<file path="config.mk">
export PLATFORM = sky130hd
export DESIGN_NAME = serial_add_sched_flat
export DESIGN_NICKNAME = d
export VERILOG_FILES = /design/src/rtl/serial_add_pkg.sv /design/src/rtl/serial_add_sched_if.sv /design/src/rtl/serial_add_core.sv /design/src/rtl/serial_add_sched.sv /design/src/flat_wrapper.sv
export SDC_FILE = /design/constraint.sdc
export NUM_CORES = 1
export LEC_CHECK = 0
export BUFFER_PORTS_ARGS = -buffer_cell sky130_fd_sc_hd__buf_4
export CAP_MARGIN = 20
export CORE_ASPECT_RATIO = 0.75
export CORE_UTILIZATION = 50
export CTS_CLUSTER_DIAMETER = 200
export DETAILED_ROUTE_END_ITERATION = 8
export PLACE_DENSITY = 0.78
export SYNTH_ARGS = -nofsm -noshare
export SYNTH_HDL_FRONTEND = slang
export SYNTH_SLANG_ARGS = --single-unit
</file>
<file path="constraint.sdc">
create_clock -name clk -period 2 [get_ports clk]
set_clock_uncertainty 0.05 [all_clocks]
set_input_delay 0.1 -clock clk [delete_from_list [all_inputs] [get_ports clk]]
set_output_delay 0.1 -clock clk [all_outputs]
set_load 0.005 [all_outputs]
</file>
<file path="src/rtl/serial_add_pkg.sv">
// Shared types and helpers for the round-robin bit-serial adder scheduler.
package serial_add_pkg;

    typedef enum logic [1:0] {
        IDLE  = 2'd0,
        SHIFT = 2'd1,
        DONE  = 2'd2
    } state_t;

    localparam int DEF_WIDTH = 8;
    localparam int DEF_NREQ  = 2;
    localparam int MAX_NREQ  = 32;

    // First set bit of valid at or above ptr, wrapping modulo nreq; returns ptr when none is set.
    function automatic logic [4:0] rr_grant(input logic [MAX_NREQ-1:0] valid,
                                            input logic [4:0]          ptr,
                                            input int                  nreq);
        logic [4:0] grant;
        logic       found;
        int         idx;
        grant = ptr;
        found = 1'b0;
        for (int k = 0; k < MAX_NREQ; k++) begin
            idx = (int'(ptr) + k) % nreq;
            if (k < nreq && !found && valid[idx]) begin
                grant = 5'(idx);
                found = 1'b1;
            end
        end
        return grant;
    endfunction

endpackage

</file>
<file path="src/rtl/serial_add_sched_if.sv">
// Request and response handshake bundle between operand sources and the scheduler.
interface serial_add_sched_if
    import serial_add_pkg::*;
#(
    parameter int WIDTH = DEF_WIDTH,
    parameter int NREQ  = DEF_NREQ
) ();
    localparam int IDW = $clog2(NREQ);

    logic [NREQ-1:0]       req_valid;
    logic [NREQ-1:0]       req_ready;
    logic [NREQ*WIDTH-1:0] req_a;
    logic [NREQ*WIDTH-1:0] req_b;
    logic                  rsp_valid;
    logic                  rsp_ready;
    logic [WIDTH-1:0]      rsp_sum;
    logic                  rsp_cout;
    logic [IDW-1:0]        rsp_id;

    modport master (
        output req_valid, req_a, req_b, rsp_ready,
        input  req_ready, rsp_valid, rsp_sum, rsp_cout, rsp_id
    );

    modport slave (
        input  req_valid, req_a, req_b, rsp_ready,
        output req_ready, rsp_valid, rsp_sum, rsp_cout, rsp_id
    );
endinterface

</file>
<file path="src/rtl/serial_add_core.sv">
// Bit-serial adder datapath: operand shift registers, one full adder, carry flop, sum shift register.
module serial_add_core
    import serial_add_pkg::*;
#(
    parameter int WIDTH = DEF_WIDTH
) (
    input  logic             clk,
    input  logic             reset,
    input  logic             load,
    input  logic             shift_en,
    input  logic             clear,
    input  logic [WIDTH-1:0] a,
    input  logic [WIDTH-1:0] b,
    output logic [WIDTH-1:0] sum,
    output logic             cout
);
    logic [WIDTH-1:0] sa_reg;
    logic [WIDTH-1:0] sb_reg;
    logic [WIDTH-1:0] sum_reg;
    logic             carry_reg;
    logic             s_bit;
    logic             carry_next;

    assign s_bit      = sa_reg[0] ^ sb_reg[0] ^ carry_reg;
    assign carry_next = (sa_reg[0] & sb_reg[0]) | (sa_reg[0] & carry_reg) | (sb_reg[0] & carry_reg);

    always_ff @(posedge clk) begin
        if (reset) begin
            sa_reg    <= '0;
            sb_reg    <= '0;
            sum_reg   <= '0;
            carry_reg <= 1'b0;
        end else begin
            if (clear) begin
                sum_reg   <= '0;
                carry_reg <= 1'b0;
            end else if (shift_en) begin
                sum_reg   <= {s_bit, sum_reg[WIDTH-1:1]};
                carry_reg <= carry_next;
            end
            if (load) begin
                sa_reg <= a;
                sb_reg <= b;
            end else if (shift_en) begin
                sa_reg <= sa_reg >> 1;
                sb_reg <= sb_reg >> 1;
            end
        end
    end

    // After the last shift the carry flop holds the carry out of the MSB.
    assign sum  = sum_reg;
    assign cout = carry_reg;
endmodule

</file>
<file path="src/rtl/serial_add_sched.sv">
// Round-robin scheduler that time-shares one bit-serial adder among NREQ requesters.
module serial_add_sched
    import serial_add_pkg::*;
#(
    parameter int WIDTH = DEF_WIDTH,
    parameter int NREQ  = DEF_NREQ
) (
    input  logic               clk,
    input  logic               reset,
    serial_add_sched_if.slave  bus
);
    localparam int IDW = $clog2(NREQ);
    localparam int CW  = $clog2(WIDTH);

    state_t           state_reg;
    state_t           state_next;
    logic [CW-1:0]    count_reg;
    logic [IDW-1:0]   rr_ptr_reg;
    logic [IDW-1:0]   id_reg;
    logic [IDW-1:0]   grant;
    logic             accept;
    logic             shift_en;
    logic             rsp_valid_c;
    logic [NREQ-1:0]  req_ready_vec;
    logic [WIDTH-1:0] a_sel;
    logic [WIDTH-1:0] b_sel;
    logic [WIDTH-1:0] sum;
    logic             cout;

    assign grant = IDW'(rr_grant(MAX_NREQ'(bus.req_valid), 5'(rr_ptr_reg), NREQ));
    assign a_sel = bus.req_a[grant*WIDTH +: WIDTH];
    assign b_sel = bus.req_b[grant*WIDTH +: WIDTH];

    always_comb begin
        state_next  = state_reg;
        accept      = 1'b0;
        shift_en    = 1'b0;
        rsp_valid_c = 1'b0;
        case (state_reg)
            IDLE: begin
                if (|bus.req_valid) begin
                    accept     = 1'b1;
                    state_next = SHIFT;
                end
            end
            SHIFT: begin
                shift_en = 1'b1;
                if (count_reg == CW'(WIDTH - 1)) begin
                    state_next = DONE;
                end
            end
            DONE: begin
                rsp_valid_c = 1'b1;
                if (bus.rsp_ready) begin
                    state_next = IDLE;
                end
            end
            default: state_next = IDLE;
        endcase
    end

    always_ff @(posedge clk) begin
        if (reset) begin
            state_reg  <= IDLE;
            count_reg  <= '0;
            rr_ptr_reg <= '0;
            id_reg     <= '0;
        end else begin
            state_reg <= state_next;
            if (accept) begin
                count_reg  <= '0;
                id_reg     <= grant;
                rr_ptr_reg <= IDW'((int'(grant) + 1) % NREQ);
            end else if (shift_en) begin
                count_reg <= count_reg + CW'(1);
            end
        end
    end

    // Ready is a one-hot decode of the grant, only while an accept is happening.
    genvar gi;
    generate
        for (gi = 0; gi < NREQ; gi++) begin : g_ready
            assign req_ready_vec[gi] = accept && (grant == IDW'(gi));
        end
    endgenerate

    serial_add_core #(.WIDTH(WIDTH)) u_core (
        .clk      (clk),
        .reset    (reset),
        .load     (accept),
        .shift_en (shift_en),
        .clear    (accept),
        .a        (a_sel),
        .b        (b_sel),
        .sum      (sum),
        .cout     (cout)
    );

    assign bus.req_ready = req_ready_vec;
    assign bus.rsp_valid = rsp_valid_c;
    assign bus.rsp_sum   = sum;
    assign bus.rsp_cout  = cout;
    assign bus.rsp_id    = id_reg;
endmodule

</file>
<file path="src/flat_wrapper.sv">
// flat-port wrapper written by rule: the top's interface ports become plain ports
module serial_add_sched_flat import serial_add_pkg::*;
#(
    parameter int WIDTH = DEF_WIDTH,
    parameter int NREQ  = DEF_NREQ
)
  (clk, reset, bus_req_valid, bus_req_a, bus_req_b, bus_rsp_ready, bus_req_ready, bus_rsp_valid, bus_rsp_sum, bus_rsp_cout, bus_rsp_id);
  serial_add_sched_if #(.WIDTH(WIDTH), .NREQ(NREQ)) bus_i ();
  input  logic clk;
  input  logic reset;
  input wire logic [$bits(bus_i.req_valid)-1:0] bus_req_valid;
  input wire logic [$bits(bus_i.req_a)-1:0] bus_req_a;
  input wire logic [$bits(bus_i.req_b)-1:0] bus_req_b;
  input wire logic [$bits(bus_i.rsp_ready)-1:0] bus_rsp_ready;
  output wire logic [$bits(bus_i.req_ready)-1:0] bus_req_ready;
  output wire logic [$bits(bus_i.rsp_valid)-1:0] bus_rsp_valid;
  output wire logic [$bits(bus_i.rsp_sum)-1:0] bus_rsp_sum;
  output wire logic [$bits(bus_i.rsp_cout)-1:0] bus_rsp_cout;
  output wire logic [$bits(bus_i.rsp_id)-1:0] bus_rsp_id;
  assign bus_i.req_valid = bus_req_valid;
  assign bus_i.req_a = bus_req_a;
  assign bus_i.req_b = bus_req_b;
  assign bus_i.rsp_ready = bus_rsp_ready;
  assign bus_req_ready = bus_i.req_ready;
  assign bus_rsp_valid = bus_i.rsp_valid;
  assign bus_rsp_sum = bus_i.rsp_sum;
  assign bus_rsp_cout = bus_i.rsp_cout;
  assign bus_rsp_id = bus_i.rsp_id;
  serial_add_sched #(.WIDTH(WIDTH), .NREQ(NREQ)) u_core (.clk(clk), .reset(reset), .bus(bus_i));
endmodule
</file>
==> results.sh <==
export IMPL_run_status="complete, no violations"
export IMPL_worst_slew_pin_transition_ps=607
export IMPL_synth_largest_area_cell="dfxtp_1"
export IMPL_hold_path_class="primary input to register"
export IMPL_finalWirelength_um=4170
export IMPL_pin_count=50
export IMPL_post_route_cells_drive_above_1_share_pct=28.5
export IMPL_crit_arrival_ps=1600
export IMPL_synthesized_area_divided_by_synthesized_cell_count_um2=8.69
export IMPL_power_ir_vdd_worst_mv=0.398
export IMPL_detailedPlace_worstSlack_ps=328
export IMPL_rsz_0062_raised_after_global_routing="no"
export IMPL_grt_usage_pct=26.6
export IMPL_die_area_um2=3580
export IMPL_die_height_um=52.0
export IMPL_netlist_top_cells_count="32 x dfxtp_1, 31 x nand3_1, 29 x a21oi_1, 22 x nand2_1, 17 x a311oi_1"
export IMPL_rr_startpoint="u_core.state_reg[0]"
export IMPL_report_final_hold_viol_count=0
export IMPL_vias=1646
export IMPL_ys_dominant_reg_cell="dfxtp_1"
export IMPL_synth_edf_count=0
export IMPL_setup_violations_final=0
export IMPL_place_port_buffers=49
export IMPL_power_switching_uw=372
export IMPL_drt_drc_violations_left=0
export IMPL_power_total_mw=1.44
export IMPL_detailedPlacementHpwl_um=2990
export IMPL_placeableCoreArea_um2=3060
export IMPL_clkLatencyLatePin_ps=280
export IMPL_setup_reg_to_reg_worst_slack_ps=300
export IMPL_p_int_mw=1.07
export IMPL_grt_pass1_vias=1617
export IMPL_floorplan_die_width_um=68.7
export IMPL_num_rows=17
export IMPL_regToRegEndpoint="u_core.u_core.sb_reg[1]"
export IMPL_antenna_violations_before_repair=0
export IMPL_antenna_fix_cells=0
export IMPL_crit_path_top_delay_cell="nand2b_1"
export IMPL_timing_final_ws_setup_ps=248
export IMPL_htree_levels=2
export IMPL_critPathMaxStageDelay_ps=520
export IMPL_cts_hold_fix_buffers=0
export IMPL_postCtsResizedCells=0
export IMPL_pwr_share_clk_pct=35.2
export IMPL_clkTransAtPathRegs_ps=60
export IMPL_worstSetupStartpointType="register"
export IMPL_total_clock_buffers_created_by_cts=5
export IMPL_grt_pass1_wl_um=6980
export IMPL_globalplace_congestion=0.875
export IMPL_cts_buffer_depth=2
export IMPL_num_nets_final=274
export IMPL_period_needed_ps=1750
export IMPL_layout_worst_path_cycle_share_pct=87.6
export IMPL_filler_cell_count_in_the_final_layout=270
export IMPL_power_sequential_fraction_pct=48.5
export IMPL_via_per_inst=6.03
export IMPL_postSynthRegisterBits=32
export IMPL_grt_max_degree=22
export IMPL_initial_core_util_pct=54.5
export IMPL_worstSetupEndpointType="primary output"
export IMPL_synth_area_um2=1670
export IMPL_dr_first_iter_drc_count=92
export IMPL_slew_limit_headroom_pct=59.5
export IMPL_drt_antenna_net_count=0
export IMPL_cts_sinks=32
export IMPL_grt_overflow=0
export IMPL_synthTopCellsByArea="dfxtp_1 38%, nand3_1 9.3%, a311oi_1 8.9%"
export IMPL_maxClockFrequency_mhz=571
export IMPL_yosysSeqAreaShare_pct=38.4
export IMPL_leakage_nw=0.807
export IMPL_cts_setup_buffers=0
export IMPL_switching_fraction_pct=25.9
export IMPL_whs_path_depth=3
export IMPL_setup_tns_final_ps=0
export IMPL_reg2reg_depth=4
export IMPL_netlist_cell_type_count=34
export IMPL_route_detailed_wl_per_inst_um=15.3
export IMPL_top_count_cell_post_synth="dfxtp_1"
export IMPL_crit_path_end="bus_req_ready[1]"
export IMPL_pwr_share_comb_pct=16.3
export IMPL_post_synth_top_area_fraction_pct=38.4
export IMPL_power_per_cell_area_nw_per_um2=702
export IMPL_tritoncts="done"
export IMPL_startpoint="u_core.rr_ptr_reg"
export IMPL_critPathMaxFanout=15
export IMPL_required_ps=1850
export IMPL_total_of_max_cap_violations=0
export IMPL_finalMaxSlewViolations=0
export IMPL_clock_tree_root_cell="clkbuf_8"
export IMPL_count_of_warnings_emitted_by_yosys=0
export IMPL_critPathKind="register to primary output"
export IMPL_finalHoldWorstSlack_ps=37.4
export IMPL_layout_area_overhead_vs_synth_pct=22.9
export IMPL_synth_net_count=232
export IMPL_first_pass_iters=4
export IMPL_gate_count_of_the_mapped_netlist=192
export IMPL_crit_chain="nand2b_1 -> and3_1 -> buf_4"
export IMPL_worstHoldStart="bus_rsp_ready"
export IMPL_synth_async_reset_ratio_pct=0
-- placed cells by master, fill, tap and decap left out --
| cell type | count |
|---|---|
| o21ba_2 | 1 |
| a21boi_4 | 1 |
| xnor2_1 | 1 |
| a21o_1 | 1 |
| fa_1 | 1 |
| or3_1 | 1 |
| dfxtp_1 | 32 |
| a21boi_0 | 1 |
| nand2b_1 | 3 |
| inv_1 | 3 |
| clkbuf_8 | 6 |
| nand3_1 | 31 |
| and2b_1 | 1 |
| or2_2 | 1 |
| nand2_1 | 22 |
| a311oi_1 | 17 |
| and3_1 | 1 |
| clkinv_1 | 1 |
| ha_1 | 2 |
| a21oi_1 | 29 |
| buf_4 | 54 |
| a211oi_1 | 14 |
| a211o_2 | 2 |
| clkbuf_1 | 2 |
| nor3_4 | 1 |
| nor2b_1 | 2 |
| nor2_1 | 2 |
| and2_2 | 1 |
| a2111oi_0 | 1 |
-- layout make-up --
| cell class | instances | area (um2) | area share (%) |
|---|---|---|---|
| timing repair buffer | 54 | 405 | 19.8 |
| tap | 38 | 47.5 | 2.32 |
| clock buffer | 8 | 90.1 | 4.39 |
| inverter | 4 | 15.0 | 0.732 |
| sequential | 32 | 641 | 31.2 |
| multi-input combinational | 137 | 852 | 41.5 |
-- power groups by stage --
stage,Clock (mW),Sequential [mW],Combinational [mW]
after floorplan,0,0.702,0.158
after global placement,0,0.711,0.224
after detailed placement,0,0.712,0.232
after CTS,0.514,0.698,0.233
after global routing,0.537,0.702,0.259
final,0.507,0.699,0.234
-- layer usage --
metal / vias to the layer above / routed length [um] / global-route usage (%)
met2: 65 / 2010 / 44.0
met5: - / 0 / 0
li1: 801 / - / -
met4: 0 / 40 / 11.9
met3: 7 / 289 / 6.80
met1: 773 / 1830 / 32.3
-- critical path, delay by kind of cell (launching register included) --
family,cells,cell delay (ps)
buffers and inverters,1,120
AND/OR/NAND/NOR,2,790
flip-flops,1,410
-- through the flow --
| step | utilization (%) | instances | instance area [um2] |
|---|---|---|---|
| after floorplan | - | 192 | 1670 |
| after global placement | 64.0 | 265 | 1960 |
| after detailed placement | 64.0 | 265 | 1960 |
| after CTS | 67.0 | 273 | 2050 |
| after global routing | 67.0 | 273 | 2050 |
| final | 67.0 | 273 | 2050 |
-- cell families after synthesis --
logic type	after synthesis	synth area share (%)
xor gates and xnor gates	1	0.525
buffers and inverters	23	10.6
DFF	32	38.4
adders and majority gates	3	2.70
AOI/OAI and AO/OA	67	28.3
and+or+nand+nor	66	19.6
-- worst min-delay path by stage --
stage	to	slack [ps]
after floorplan	u_core.u_core.sa_reg[4]	220
after global placement	u_core.state_reg[1]	330
after detailed placement	u_core.state_reg[1]	330
after CTS	u_core.state_reg[1]	30
after global routing	u_core.state_reg[1]	60
final	u_core.state_reg[1]	40
No activity file was read; power rests on OpenSTA's default activity.
